$ cat src/rtl/if_fetch_pkg.sv
// if_fetch_pkg: shared constants for if_fetch (`Zero, widths, FSM states, stall_signal bit indices)
`ifndef IF_FETCH_PKG_DEFS
`define IF_FETCH_PKG_DEFS
`define Zero 32'h0
`endif
package if_fetch_pkg;
  localparam int INST_W = 32;
  localparam int ADDR_W = 32;
  localparam int STALL_W = 5;
  localparam int STALL_IF = 0;
  typedef enum logic [1:0] {IDLE, FETCH, READY} fetch_state_e;
endpackage

$ cat src/rtl/if_icache.sv
// if_icache: direct-mapped one-word-line icache; ports clk/rst, rd_addr->hit/rd_inst lookup, fill_en/fill_addr/fill_inst write
module if_icache import if_fetch_pkg::*; #(
  parameter int INDEX_W = 7
) (
  input  logic              clk,
  input  logic              rst,
  input  logic [ADDR_W-1:0] rd_addr,
  output logic              hit,
  output logic [INST_W-1:0] rd_inst,
  input  logic              fill_en,
  input  logic [ADDR_W-1:0] fill_addr,
  input  logic [INST_W-1:0] fill_inst
);
  localparam int LINES = 2 ** INDEX_W;
  localparam int TAG_W = ADDR_W - INDEX_W - 2;
  logic [LINES-1:0] valid;
  logic [TAG_W-1:0] tags [LINES];
  logic [INST_W-1:0] data [LINES];
  logic [INDEX_W-1:0] rd_idx, fill_idx;
  logic unused_lsb;
  assign unused_lsb = ^{rd_addr[1:0], fill_addr[1:0]};
  assign rd_idx = rd_addr[INDEX_W+1:2];
  assign fill_idx = fill_addr[INDEX_W+1:2];
  assign hit = valid[rd_idx] && tags[rd_idx] == rd_addr[ADDR_W-1:INDEX_W+2];
  assign rd_inst = data[rd_idx];
  always_ff @(posedge clk)
    if (rst) valid <= '0;
    else if (fill_en) valid[fill_idx] <= 1'b1;
  always_ff @(posedge clk)
    if (fill_en) begin
      tags[fill_idx] <= fill_addr[ADDR_W-1:INDEX_W+2];
      data[fill_idx] <= fill_inst;
    end
endmodule

$ cat src/rtl/if_fetch.sv
// if_fetch: IF stage fetching 32-bit insts as 4 byte reads (mem_req_o/mem_addr_o/mem_busy_i/mem_data_i) into pc_o/inst_o, with stall_signal, jump_flag/jump_addr, if_stall_req_o; ICACHE_EN adds if_icache
module if_fetch import if_fetch_pkg::*; #(
  parameter logic [ADDR_W-1:0] RESET_PC = 32'h0
`ifdef ICACHE_EN
  , parameter int ICACHE_INDEX_W = 7
`endif
) (
  input  logic               clk,
  input  logic               rst,
  input  logic [STALL_W-1:0] stall_signal,
  input  logic               jump_flag,
  input  logic [ADDR_W-1:0]  jump_addr,
  output logic               mem_req_o,
  output logic [ADDR_W-1:0]  mem_addr_o,
  input  logic               mem_busy_i,
  input  logic [7:0]         mem_data_i,
  output logic [ADDR_W-1:0]  pc_o,
  output logic [INST_W-1:0]  inst_o,
  output logic               if_stall_req_o
);
  fetch_state_e state;
  logic [ADDR_W-1:0] pc;
  logic [2:0] iss;
  logic [1:0] rcv;
  logic in_flight;
  logic [23:0] lo;
  logic hit, use_hit, done, accept;
  logic [INST_W-1:0] hit_inst, fetched;
  logic unused_stall;
  assign unused_stall = ^stall_signal[STALL_W-1:1];
  assign use_hit = state == FETCH && iss == 3'd0 && hit;
  assign mem_req_o = state == FETCH && !iss[2] && !use_hit;
  assign mem_addr_o = pc + {29'd0, iss};
  assign accept = mem_req_o && !mem_busy_i;
  assign done = state == FETCH && in_flight && rcv == 2'd3;
  assign fetched = {mem_data_i, lo};
  assign if_stall_req_o = state != READY;
`ifdef ICACHE_EN
  if_icache #(.INDEX_W(ICACHE_INDEX_W)) u_icache (
    .clk(clk),
    .rst(rst),
    .rd_addr(pc),
    .hit(hit),
    .rd_inst(hit_inst),
    .fill_en(done),
    .fill_addr(pc),
    .fill_inst(fetched)
  );
`else
  assign hit = 1'b0;
  assign hit_inst = `Zero;
`endif
  always_ff @(posedge clk) begin
    if (rst) begin
      state <= IDLE;
      pc <= RESET_PC;
      pc_o <= `Zero;
      inst_o <= `Zero;
      iss <= 3'd0;
      rcv <= 2'd0;
      in_flight <= 1'b0;
      lo <= 24'd0;
    end else if (jump_flag) begin
      state <= FETCH;
      pc <= jump_addr;
      pc_o <= `Zero;
      inst_o <= `Zero;
      iss <= 3'd0;
      rcv <= 2'd0;
      in_flight <= 1'b0;
    end else begin
      in_flight <= accept;
      if (state == IDLE) state <= FETCH;
      else if (state == READY) begin
        if (!stall_signal[STALL_IF]) begin
          state <= FETCH;
          pc <= pc + 32'd4;
          pc_o <= `Zero;
          inst_o <= `Zero;
          iss <= 3'd0;
          rcv <= 2'd0;
        end
      end else begin
        if (accept) iss <= iss + 3'd1;
        if (in_flight) begin
          lo <= {mem_data_i, lo[23:8]};
          rcv <= rcv + 2'd1;
        end
        if (use_hit || done) begin
          state <= READY;
          pc_o <= pc;
          inst_o <= use_hit ? hit_inst : fetched;
        end
      end
    end
  end
endmodule

$ cat config.mk
export PLATFORM = sky130hd
export DESIGN_NAME = if_fetch
export DESIGN_NICKNAME = d
export VERILOG_FILES = /design/src/rtl/if_fetch_pkg.sv /design/src/rtl/if_icache.sv /design/src/rtl/if_fetch.sv
export SDC_FILE = /design/constraint.sdc
export NUM_CORES = 1
export LEC_CHECK = 0
export ABC_AREA = 1
export CAP_MARGIN = 20
export CORE_ASPECT_RATIO = 2
export CORE_MARGIN = 2
export CORE_UTILIZATION = 54
export CTS_BUF_LIST = sky130_fd_sc_hd__clkbuf_16
export DETAILED_ROUTE_END_ITERATION = 10
export HOLD_SLACK_MARGIN = 0.06
export PLACE_DENSITY_LB_ADDON = 0.3
export SLEW_MARGIN = 25
export SYNTH_ARGS = -nofsm -noshare
export SYNTH_HDL_FRONTEND = slang
export SYNTH_SLANG_ARGS = --single-unit
export TNS_END_PERCENT = 5
$ cat constraint.sdc
create_clock -name clk -period 5.1 [get_ports clk]
set_input_delay 1.275 -clock clk [delete_from_list [all_inputs] [get_ports clk]]
set_output_delay 1.275 -clock clk [all_outputs]
set_load 0.02 [all_outputs]
## Word level (Yosys, flattened, before mapping)

Index checks and enable logic that the tools add are counted.

- Word-level logic and storage cells: 65
- Register bits after elaboration: 128
- Input bits: 49
- Output and inout port bits: 98

- Muxes and demuxes: 20
- Add/subtract/negate cells: 4
- Bitwise gates (word level): 3
- Eq/ne operators: 8
- Reductions and logical operators: 21

Operators by type and width:

| operator | count |
|---|---|
| 32-bit two-way mux | 9 |
| 32-bit by 3-bit adder with 32-bit output | 1 |
| 32-bit by 3-bit adder with 32-bit output (second input constant) | 1 |
| 2-bit two-way mux | 6 |
| 3-bit AND reduction | 4 |
| 3-bit two-way mux | 3 |
| 2-bit nonzero test | 4 |
| 2-bit != test (second input constant) | 3 |
| 2-bit == test (second input constant) | 2 |
| 1-bit logical AND | 4 |
| 4-bit != test (second input constant) | 1 |
| 2-bit AND reduction | 2 |
| 4-bit AND reduction | 1 |
| 4-bit nonzero test | 1 |
| 3-bit by 1-bit adder with 3-bit output (second input constant) | 1 |
| 1-bit inverter | 3 |
| 3-bit OR reduction | 1 |
| 2-bit by 1-bit adder with 2-bit output (second input constant) | 1 |
| 2-bit by 1-bit == test with 1-bit output (second input constant) | 1 |
| 1-bit zero test | 2 |
| 2-bit zero test | 1 |
| 1-bit two-way mux | 2 |
| 2-bit by 1-bit != test with 1-bit output (second input constant) | 1 |
| 2-bit OR reduction | 1 |

## Longest topological paths before layout

Gate-level depths: netlist (run 1).

- Depth after elaboration: 7
- Depth in mapped cells: 10
- Depth with buffers taken out: 10

## Least setup slack after synthesis (run 1)

No wires, ideal clock.

- Kind: register to output
- Start: reg iss[0]
- End: out mem_addr_o[20]
- Setup slack: 2.061 ns
- Stages on the path, launching flop included: 9
- Data arrival time: 1.764 ns
- Required time: 3.825 ns
- Path buffers: 0
- Cells stage by stage: dfxtp_1 -> ha_1 -> fa_1 -> nand2_1 -> a21boi_2 -> nand2_2 -> nor3_2 -> nand3b_1 -> xor2_1

- Longest elaborated chain between the ends: 1

RTL lines:

| item | RTL line | text |
|---|---|---|
| from (decl) | if_fetch.sv:23 | `logic [2:0] iss;` |
| from (signal assigned) | if_fetch.sv:84 | `if (accept) iss <= iss + 3'd1;` |
| 32-bit by 3-bit adder with 32-bit output | if_fetch.sv:33 | `assign mem_addr_o = pc + {29'd0, iss};` |
| to (decl) | if_fetch.sv:14 | `output logic [ADDR_W-1:0] mem_addr_o,` |

No other way between the ends.

## Worst setup path after layout (run 1)

Same ends and word-level chain as after synthesis.

==> run_results.csv, run 1 <==
group,metric,value,unit
sta,finalCriticalPeriod,4.34,ns
yosys,yosysSeqAreaShare,40.2,%
worst_setup_path,ff2ff_path_depth,11,
global_route,overflow,0,
floorplanning,fp.coreArea,11600,µm²
job,drv_cap,0,
clock_tree,cts-htree-levels,4,
route,detail-route-antenna-nets,0,
global_route,antenna_found_initial,0,
layout,final_layout_size_suffix_gt1_share,8.60,%
global_route,grt_pass1_wl,32100,µm
place,dpl.hpwl,14900,µm
sta,finalSetupViolCount,0,
route,via_per_inst,5.77,
sta,fmax,230,MHz
sta,slew_viol_final,0,
route,route.detailed.drc,0,
layout,diodes,0,
clock_tree,postCtsSetupBuffers,0,
worst_setup_path,worstSetupStartpointType,"flip-flop",
yosys,synth.net_count,931,
worst_hold_path,hold_depth,2,
route,routed_wl,21100,µm
yosys,synth-main-ff-cell,"dfxtp_1",
clock_tree,cts-buffers-inserted,17,
sta,fin_setup_tns,0,ns
global_route,grt_use_total,33.4,%
sta,maxSlewHeadroom,40.4,%
yosys,synth_cell_types,37,
power,ir_drop,248,µV
yosys,synthArstFlopShare,0,%
yosys,yosys_warnings,0,
layout,final_nets,1043,
sta,rsz0062_at_grt,"false",
clock_tree,cts_hold_buf,0,
yosys,yosys-top-cells-area,"dfxtp_1, nand3_1, a21oi_1",
worst_setup_path,r2r_start,"state[0]$_SDFFE_PP0P_",
clock_tree,cts_resized,0,
sta,max_slew.worst_pin.slew,0.893,ns
worst_setup_path,regToRegSetupSlack,2.12,ns
floorplanning,die_h,158,µm
worst_hold_path,worst_hold_startpoint,"lo[16]$_SDFFE_PP0P_",
run_status,status,"finished, final reports clean",
place,portBuffers,142,
global_route,grt_max_degree,67,
clock_tree,cts_tree,"yes",
layout,area_delta_synth_final,30.3,%
worst_setup_path,rr_endpoint,"pc[17]$_SDFFE_PP0P_",
worst_hold_path,min_to,"inst_o[16]$_SDFFE_PP0P_",
clock_tree,worstSkewPairLatency,0.42,ns
worst_setup_path,crit_type,"flip-flop to output port",
floorplanning,initial_utilization,54.8,%
worst_setup_path,crit_arrival,3.07,ns
clock_tree,clk_pin_slew_worst_paths,0.06,ns
worst_setup_path,required,3.83,ns
layout,final_util,71.4,%
sta,hold_viol_final,0,
worst_hold_path,hp-class,"flip-flop to flip-flop",
floorplanning,rows,56,
power,report.power.total,2.42,mW
yosys,synth-edff-count,0,
place,place_congestion,0.991,
sta,fin_skew,0.00775,ns
layout,stdcell_area,8310,µm²
power,p_leak,2.97,nW
yosys,yosys.area.top_type,"dfxtp_1",
global_route,grt_pass1_vias,6265,
route,first_iter_violations,517,
yosys,synth_area,6380,µm²
power,power_density,291,nW/µm²
floorplanning,fp.dieArea,12700,µm²
yosys,postSynthAreaPerCell,7.29,µm²
worst_setup_path,endpoint_kind,"output port",
place,placed_area,7740,µm²
route,routed-via-count,6602,
clock_tree,root_buffer,"clkbuf_16",
route,drtPass1Iterations,6,
clock_tree,cts.sinks,128,
yosys,ys_ff_latch,128,
route,wl_per_cell,18.4,µm
sta,finalCritPeriodShare,85.2,%
worst_setup_path,critPathMaxFanout,5,
floorplanning,num_io_pins,147,
floorplanning,die_w,80.8,µm
yosys,synthCells,875,
yosys,yosysTopAreaCellShare,40.2,%
clock_tree,clk_path_buf_depth,2,
==> worst max-delay path by stage <==
stage                        startpoint              to  slack (ns)
floorplan           iss[0]$_SDFFE_PP0P_  mem_addr_o[20]        2.06
global placement    iss[0]$_SDFFE_PP0P_  mem_addr_o[20]        1.27
detailed placement  iss[0]$_SDFFE_PP0P_  mem_addr_o[20]        1.26
CTS                 iss[0]$_SDFFE_PP0P_  mem_addr_o[20]        0.76
global route        iss[0]$_SDFFE_PP0P_  mem_addr_o[20]        0.56
finish              iss[0]$_SDFFE_PP0P_  mem_addr_o[20]        0.76
==> routing by layer <==
layer	part of all wire (%)	GRT usage (%)	vias up
met1	34	35.3	3095
met4	7.1	23.0	0
li1	-	-	3149
met2	54	58.8	278
met5	0	0	-
met3	4.8	5.19	80
==> area by class of cell <==
class                   count  area (µm²)
fillers                   989        3320
multi-input cells         626        3270
flip-flops and latches    128        2560
repair buffers            151        1490
clock buffers              17         425
inverters                  63         239
well taps                 145         181
clock inverters            15         144
==> cells in the final DEF, fill, tap and decap left out, types with 2 or more instances in the layout <==
| master | netlist | final |
|---|---|---|
| xor2_1 | 32 | 32 |
| nand4_1 | 2 | 2 |
| clkdlybuf4s50_1 | 0 | 142 |
| nand3b_1 | 3 | 3 |
| a21oi_1 | 105 | 105 |
| nor2_4 | 6 | 6 |
| nor3_2 | 4 | 4 |
| inv_1 | 59 | 58 |
| inv_2 | 3 | 4 |
| nand2_4 | 3 | 3 |
| o211ai_1 | 4 | 4 |
| nor2_1 | 71 | 71 |
| nor2_2 | 10 | 10 |
| nand2_2 | 14 | 14 |
| nand3_1 | 168 | 168 |
| clkbuf_16 | 0 | 17 |
| inv_8 | 0 | 4 |
| xnor2_1 | 6 | 6 |
| buf_4 | 4 | 9 |
| o21ai_0 | 42 | 42 |
| nand2_1 | 125 | 125 |
| inv_6 | 0 | 5 |
| a21boi_1 | 2 | 2 |
| a22oi_1 | 2 | 2 |
| a31oi_1 | 9 | 9 |
| nor3_1 | 4 | 4 |
| dfxtp_1 | 128 | 128 |
| clkinv_4 | 0 | 3 |
| ha_1 | 6 | 6 |
==> critical path: stages, from the launching register on <==
cell and delay (ns):
dfxtp_1 0.39, ha_1 0.21, fa_1 0.22, nand2_1 0.08, a21boi_2 0.30, nand2_2 0.18, nor3_2 0.31, nand3b_1 0.15
xor2_1 0.17, clkdlybuf4s50_1 0.63
==> logic make-up (layout without fill, tap and decap cells) <==
logic type,Yosys count,after routing,share of synthesized area [%]
and+or+nand+nor,414,414,30.8
AOI/OAI and AO/OA,167,167,13.8
DFF,128,128,40.2
buffers and inverters,121,246,8.59
xor gates and xnor gates,38,38,5.22
adders and majority gates,7,7,1.49
==> report_power, final <==
group / switching (mW) / internal, mW / leakage, nW / total [mW]
logic: 0.105 / 0.0865 / 1.65 / 0.191
registers: 0.0344 / 1.02 / 1.04 / 1.05
clock network: 0.527 / 0.647 / 0.280 / 1.17
total: 0.666 / 1.75 / 2.97 / 2.42
==> metrics by stage <==
| step | hold WS [ns] | std cells | setup WS [ns] |
|---|---|---|---|
| 2_1_floorplan | 0.444 | 875 | 2.06 |
| 3_3_place_gp | 0.466 | 1113 | 1.27 |
| 5_1_grt | 0.502 | 1145 | 0.564 |
| 4_1_cts | 0.485 | 1145 | 0.762 |
| 6_report | 0.483 | 1145 | 0.756 |
| 3_5_place_dp | 0.474 | 1113 | 1.26 |
==> sequential cells by signal, summed over array words and instances (netlist names) <==
name       count
rcv            2
inst_o        32
state          2
pc            32
in_flight      1
iss            3
pc_o          32
lo            24
==> synthesized netlist by cell type (3+ instances only) <==
library cell and count:
ha_1 6, nand2_1 125, buf_2 19, nand3_1 168
a31oi_1 9, buf_1 6, xor2_1 32, o211ai_1 4
a21oi_1 105, nor2_2 10, buf_4 4, nand2_4 3
clkbuf_1 22, inv_1 59, dfxtp_1 128, buf_6 7
xnor2_1 6, nand2_2 14, inv_2 3, nor3_2 4
nor2_1 71, nor2_4 6, nor3_1 4, nand3b_1 3
o21ai_0 42
Note: power is estimated with default switching activity, not from simulation.
==> inputs of run 2 (changes only) <==
--- a/config.mk
+++ b/config.mk
@@ -12,6 +12,7 @@
 export CORE_UTILIZATION = 54
 export CTS_BUF_LIST = sky130_fd_sc_hd__clkbuf_16
 export DETAILED_ROUTE_END_ITERATION = 10
+export GPL_ROUTABILITY_DRIVEN = 0
 export HOLD_SLACK_MARGIN = 0.06
 export PLACE_DENSITY_LB_ADDON = 0.3
 export SLEW_MARGIN = 25
==> run 2 against run 1 <==
Compared with the run above: wire length fell by 6.3%; final cell count fell by 0.26%; sequential power barely moved; die area did not move; setup slack improved by 0.028 ns; flip-flop and latch count did not move; design area fell by 0.66%; via count fell by 1.1%; count of clock-buffer cells in the layout did not move; sequential share of layout area rose by 0.21 points; clock power fell by 6%; first-iteration DRC count fell by 12%; critical path type unchanged.
==> run_results.csv, run 2 (same netlist as run 1, synthesis figures left out) <==
group,metric,value,unit
worst_setup_path,worstSetupStartpointType,"flip-flop",
sta,maxSlewHeadroom,44.7,%
floorplanning,rows,56,
power,power_density,283,nW/µm²
power,p_int,1.76,mW
clock_tree,cts_hold_buf,0,
layout,instances_no_fill,1142,
layout,mostFrequentLayoutCell,"nand3_1",
power,pwr-share-seq,45.1,%
global_route,grt_max_degree,67,
route,routed-via-count,6531,
job,drv_cap,0,
sta,fin_skew,0.00868,ns
worst_hold_path,hold_depth,2,
worst_setup_path,crit_arrival,3.04,ns
sta,finalSetupViolCount,0,
clock_tree,cts-htree-levels,4,
layout,reg_top3,"inst_o: 32 flops, pc: 32 flops, pc_o: 32 flops",
power,clkPwrFrac,46.9,%
worst_setup_path,rr_endpoint,"pc[13]$_SDFFE_PP0P_",
power,report.power.total,2.34,mW
power,net-switching-power,0.576,mW
worst_setup_path,endpoint_kind,"output port",
floorplanning,fp.dieArea,12700,µm²
route,via_per_inst,5.72,
sta,hold_viol_final,0,
route,routed_wl,19800,µm
worst_hold_path,min_to,"lo[12]$_SDFFE_PP0P_",
clock_tree,postCtsSetupBuffers,0,
sta,finalCritPeriodShare,84.6,%
clock_tree,worstSkewPairLatency,0.41,ns
floorplanning,fp.coreArea,11600,µm²
worst_setup_path,ff2ff_path_depth,8,
floorplanning,num_io_pins,147,
floorplanning,die_h,158,µm
worst_setup_path,required,3.83,ns
global_route,grt_pass1_vias,6172,
sta,max_slew.worst_pin.slew,0.829,ns
sta,slew_viol_final,0,
route,drtPass1Iterations,7,
power,combinationalPowerShare,8.0,%
clock_tree,root_buffer,"clkbuf_16",
route,detail-route-antenna-nets,0,
sta,fmax,232,MHz
route,wl_per_cell,17.3,µm
global_route,overflow,0,
sta,finalCriticalPeriod,4.32,ns
floorplanning,die_w,80.8,µm
power,p_leak,2.94,nW
global_route,antenna_found_initial,0,
place,dpl.hpwl,13700,µm
clock_tree,cts_resized,0,
power,ir_drop,236,µV
worst_setup_path,crit_type,"flip-flop to output port",
sta,rsz0062_at_grt,"false",
layout,area_delta_synth_final,29.4,%
worst_setup_path,critPathMaxFanout,5,
power,p_sw_share,24.6,%
worst_hold_path,hp-class,"flip-flop to flip-flop",
worst_hold_path,worst_hold_startpoint,"lo[20]$_SDFFE_PP0P_",
layout,final_cell_mix,"nand3_1, clkdlybuf4s50_1, dfxtp_1",
sta,hold_ws,0.478,ns
route,route.detailed.drc,0,
sta,fin_setup_tns,0,ns
layout,final_nets,1041,
clock_tree,cts.sinks,128,
clock_tree,clk_pin_slew_worst_paths,0.06,ns
layout,diodes,0,
clock_tree,cts_tree,"yes",
route,first_iter_violations,453,
clock_tree,clk_path_buf_depth,2,
run_status,status,"finished, final reports clean",
place,placedCellCount,1111,
clock_tree,cts-buffers-inserted,17,
layout,final_layout_size_suffix_gt1_share,7.82,%
worst_setup_path,r2r_start,"state[0]$_SDFFE_PP0P_",
floorplanning,initial_utilization,54.8,%
worst_setup_path,regToRegSetupSlack,2.61,ns
global_route,grt_use_total,31.4,%
layout,fillers,994,
place,portBuffers,142,
global_route,grt_pass1_wl,30300,µm
==> run 2: routing by layer <==
metal	global-route usage, %	part of all wire, %
met1	31.9	34
met2	55.6	53
met3	5.93	5.4
met4	22.4	7.5
met5	0	0
==> run 2: area by class of cell <==
type	count	area, µm²	area share (%)
Sequential cell	128	2560	31.0
Multi-Input combinational cell	626	3270	39.6
Clock inverter	14	104	1.26
Timing Repair Buffer	149	1470	17.9
Clock buffer	17	425	5.15
Tap cell	145	181	2.20
Inverter	63	239	2.90
==> run 2: power groups by stage <==
stage	Clock (mW)	Combinational, mW	Sequential (mW)
finish	1.10	0.186	1.05
global route	1.15	0.201	1.05
CTS	1.10	0.186	1.05
detailed placement	0	0.183	1.07
global placement	0	0.182	1.07
floorplan	0	0.105	1.06
==> run 2: critical path: stages, from the launching register on <==
cell and delay (ns):
dfxtp_1 0.39, ha_1 0.21, fa_1 0.22, nand2_1 0.07
a21boi_2 0.29, nand2_2 0.17, nor3_2 0.32, nand3b_1 0.16
xor2_1 0.18, clkdlybuf4s50_1 0.63
==> run 2: how the worst max path moves through the flow <==
stage / from / endpoint / slack (ns) / cells after the start
2_1_floorplan: iss[0]$_SDFFE_PP0P_ / mem_addr_o[20] / 2.06 / 8
3_3_place_gp: iss[0]$_SDFFE_PP0P_ / mem_addr_o[20] / 1.31 / 9
3_5_place_dp: iss[0]$_SDFFE_PP0P_ / mem_addr_o[20] / 1.30 / 9
4_1_cts: iss[0]$_SDFFE_PP0P_ / mem_addr_o[20] / 0.83 / 9
5_1_grt: iss[0]$_SDFFE_PP0P_ / mem_addr_o[20] / 0.62 / 9
6_report: iss[0]$_SDFFE_PP0P_ / mem_addr_o[20] / 0.78 / 9
==> run 2: through the flow <==
stage	util, %	area [µm²]	worst slack (ns)
6_report	71.0	8250	0.785
2_1_floorplan	-	6380	2.06
3_5_place_dp	66.4	7720	1.30
3_3_place_gp	66.4	7720	1.31
4_1_cts	71.0	8250	0.835
5_1_grt	71.0	8250	0.615
==> inputs of run 3 (changes only) <==
--- a/config.mk
+++ b/config.mk
@@ -9,7 +9,7 @@
 export CAP_MARGIN = 20
 export CORE_ASPECT_RATIO = 2
 export CORE_MARGIN = 2
-export CORE_UTILIZATION = 54
+export CORE_UTILIZATION = 51
 export CTS_BUF_LIST = sky130_fd_sc_hd__clkbuf_16
 export DETAILED_ROUTE_END_ITERATION = 10
 export GPL_ROUTABILITY_DRIVEN = 0
==> constraint.sdc (replaced) <==
create_clock -name clk -period 4.1 [get_ports clk]
set_input_delay 1.025 -clock clk [delete_from_list [all_inputs] [get_ports clk]]
set_output_delay 1.025 -clock clk [all_outputs]
set_load 0.02 [all_outputs]
==> run 3 against run 2 <==
Compared with the run above: hold slack better by 0.0015 ns; critical endpoint is now mem_addr_o[17]; largest power group unchanged; largest cell class unchanged; clock power increased by 45%; critical path type unchanged; total power up 34%.
==> run_results.csv, run 3 (same netlist as run 1, synthesis figures left out) <==
group,metric,value,unit
run_status,status,"finished, final reports clean",
layout,reg_top3,"inst_o: 32 flops, pc: 32 flops, pc_o: 32 flops",
layout,diodes,0,
floorplanning,num_io_pins,147,
layout,final_util,68.9,%
clock_tree,cts-htree-levels,4,
layout,final_cell_mix,"nand3_1, clkdlybuf4s50_1, dfxtp_1",
layout,final_nets,1044,
sta,hold_viol_final,0,
global_route,grt_most_used_layer,"met2",
worst_hold_path,hp-class,"flip-flop to flip-flop",
floorplanning,fp.dieArea,13500,µm²
floorplanning,die_h,162,µm
worst_setup_path,r2r_start,"state[1]$_SDFFE_PP0P_",
route,routed_wl,20000,µm
layout,multiInputGateArea,3280,µm²
sta,hold_ws,0.480,ns
route,routed-via-count,6450,
route,route.detailed.drc,0,
power,report.power.total,3.13,mW
global_route,use_met1,29.4,%
job,drv_cap,0,
worst_setup_path,critPathMaxFanout,5,
layout,instances_no_fill,1148,
route,detail-route-antenna-nets,0,
power,p_leak,3.04,nW
place,pre_cts_slack,0.584,ns
clock_tree,clk_pin_slew_worst_paths,0.06,ns
worst_setup_path,worstSetupStartpointType,"flip-flop",
sta,slew_viol_final,0,
place,dpl.hpwl,14000,µm
layout,final_layout_size_suffix_gt1_share,8.49,%
route,first_iter_violations,484,
clock_tree,cts_hold_buf,0,
global_route,antenna_found_initial,0,
sta,fmax,254,MHz
clock_tree,root_buffer,"clkbuf_16",
place,placed_area,7760,µm²
clock_tree,cts_tree,"yes",
global_route,overflow,0,
route,via_per_inst,5.62,
floorplanning,fp.coreArea,12200,µm²
sta,maxSlewHeadroom,41.6,%
worst_setup_path,regToRegSetupSlack,1.72,ns
place,placedCellCount,1116,
floorplanning,die_w,83.1,µm
place,portBuffers,142,
worst_hold_path,hold_depth,2,
clock_tree,clk_path_buf_depth,2,
sta,finalWorstSetupSlack,0.158,ns
layout,stdcell_area,8400,µm²
global_route,grt_use_total,29.1,%
layout,area_delta_synth_final,31.7,%
clock_tree,cts-buffers-inserted,17,
sta,finalCritPeriodShare,96.1,%
floorplanning,initial_utilization,52.3,%
power,ir_drop,355,µV
layout,mostFrequentLayoutCell,"nand3_1",
worst_setup_path,ff2ff_path_depth,7,
worst_setup_path,crit_type,"flip-flop to output port",
sta,fin_skew,0.00879,ns
sta,max_slew.worst_pin.slew,0.876,ns
global_route,gr-usage-met3,4.42,%
global_route,grt_pass1_vias,6090,
worst_setup_path,endpoint_kind,"output port",
worst_setup_path,crit_arrival,2.92,ns
worst_setup_path,crit_slowest_cell,"clkdlybuf4s50_1",
worst_setup_path,critical-path-max-stage-delay,0.62,ns
clock_tree,cts.sinks,128,
sta,fin_setup_tns,0,ns
worst_setup_path,required,3.07,ns
global_route,grt.met2_usage,54.4,%
sta,finalSetupViolCount,0,
sta,rsz0062_at_grt,"false",
clock_tree,worstSkewPairLatency,0.42,ns
sta,finalCriticalPeriod,3.94,ns
global_route,grt_max_degree,72,
layout,fillers,1031,
layout,ff_latch_area,2560,µm²
worst_setup_path,cp_cell_sequence,"ha_1 -> nand3_1 -> nand3_1 -> nand2_1 -> nor2_2 -> nand2_1 -> nor2_1 -> xor2_1 -> clkdlybuf4s50_1",
power,power_density,373,nW/µm²
route,wl_per_cell,17.4,µm
global_route,grt_pass1_wl,30900,µm
worst_hold_path,worst_hold_startpoint,"lo[16]$_SDFFE_PP0P_",
worst_hold_path,min_to,"inst_o[16]$_SDFFE_PP0P_",
route,drtPass1Iterations,5,
worst_setup_path,rr_endpoint,"pc_o[0]$_SDFFE_PP0P_",
clock_tree,postCtsSetupBuffers,0,
floorplanning,rows,57,
==> run 3: changes by cell type in the layout (fill, tap and decap cells not counted), moves of 2 or more <==
cell / previous run / this run
bufinv_16: 1 / 4
buf_4: 7 / 9
clkinvlp_4: 3 / 1
inv_1: 61 / 59
clkinv_4: 1 / 4
==> run 3: repair_timing <==
item,4_1_cts,5_1_grt
endpoints found under the setup margin,0,2
hold endpoints to repair,0,0
gates resized for setup,0,3
==> run 3: report_power, final <==
part,leakage [nW],internal (mW),switching [mW]
Combinational,1.70,0.109,0.126
Sequential,1.04,1.27,0.0408
Clock,0.306,1.01,0.576
==> run 3: how the worst max path moves through the flow <==
stage | startpoint | end | slack, ns | cells past startpoint
finish | pc[2]$_SDFFE_PP0P_ | mem_addr_o[17] | 0.16 | 9
floorplan | iss[0]$_SDFFE_PP0P_ | mem_addr_o[20] | 1.31 | 8
global route | pc[2]$_SDFFE_PP0P_ | mem_addr_o[17] | 0.02 | 9
CTS | iss[0]$_SDFFE_PP0P_ | mem_addr_o[30] | 0.1 | 9
global placement | iss[0]$_SDFFE_PP0P_ | mem_addr_o[30] | 0.54 | 9
detailed placement | iss[0]$_SDFFE_PP0P_ | mem_addr_o[30] | 0.58 | 9
==> run 3: critical path, delay by kind of cell (launching register included) <==
family                     cells  cell delay [ns]
adders and majority gates      1             0.38
DFF                            1             0.36
buffers and inverters          1             0.62
and+or+nand+nor                6             0.97
xor gates and xnor gates       1             0.16
==> run 3: layer usage <==
metal  part of all wire, %  vias to the layer above
met5                     0                        -
met4                   6.1                        0
met3                   4.7                       76
met2                    54                      255
met1                    35                     2972
li1                      -                     3147
==> run 3: layout make-up <==
| class | instances | share of cell area [%] |
|---|---|---|
| Multi-Input combinational cell | 626 | 39.1 |
| Sequential cell | 128 | 30.5 |
| Timing Repair Buffer | 152 | 18.0 |
| Clock buffer | 17 | 5.07 |
| Inverter | 63 | 2.85 |
| Clock inverter | 15 | 2.31 |
| Tap cell | 147 | 2.19 |
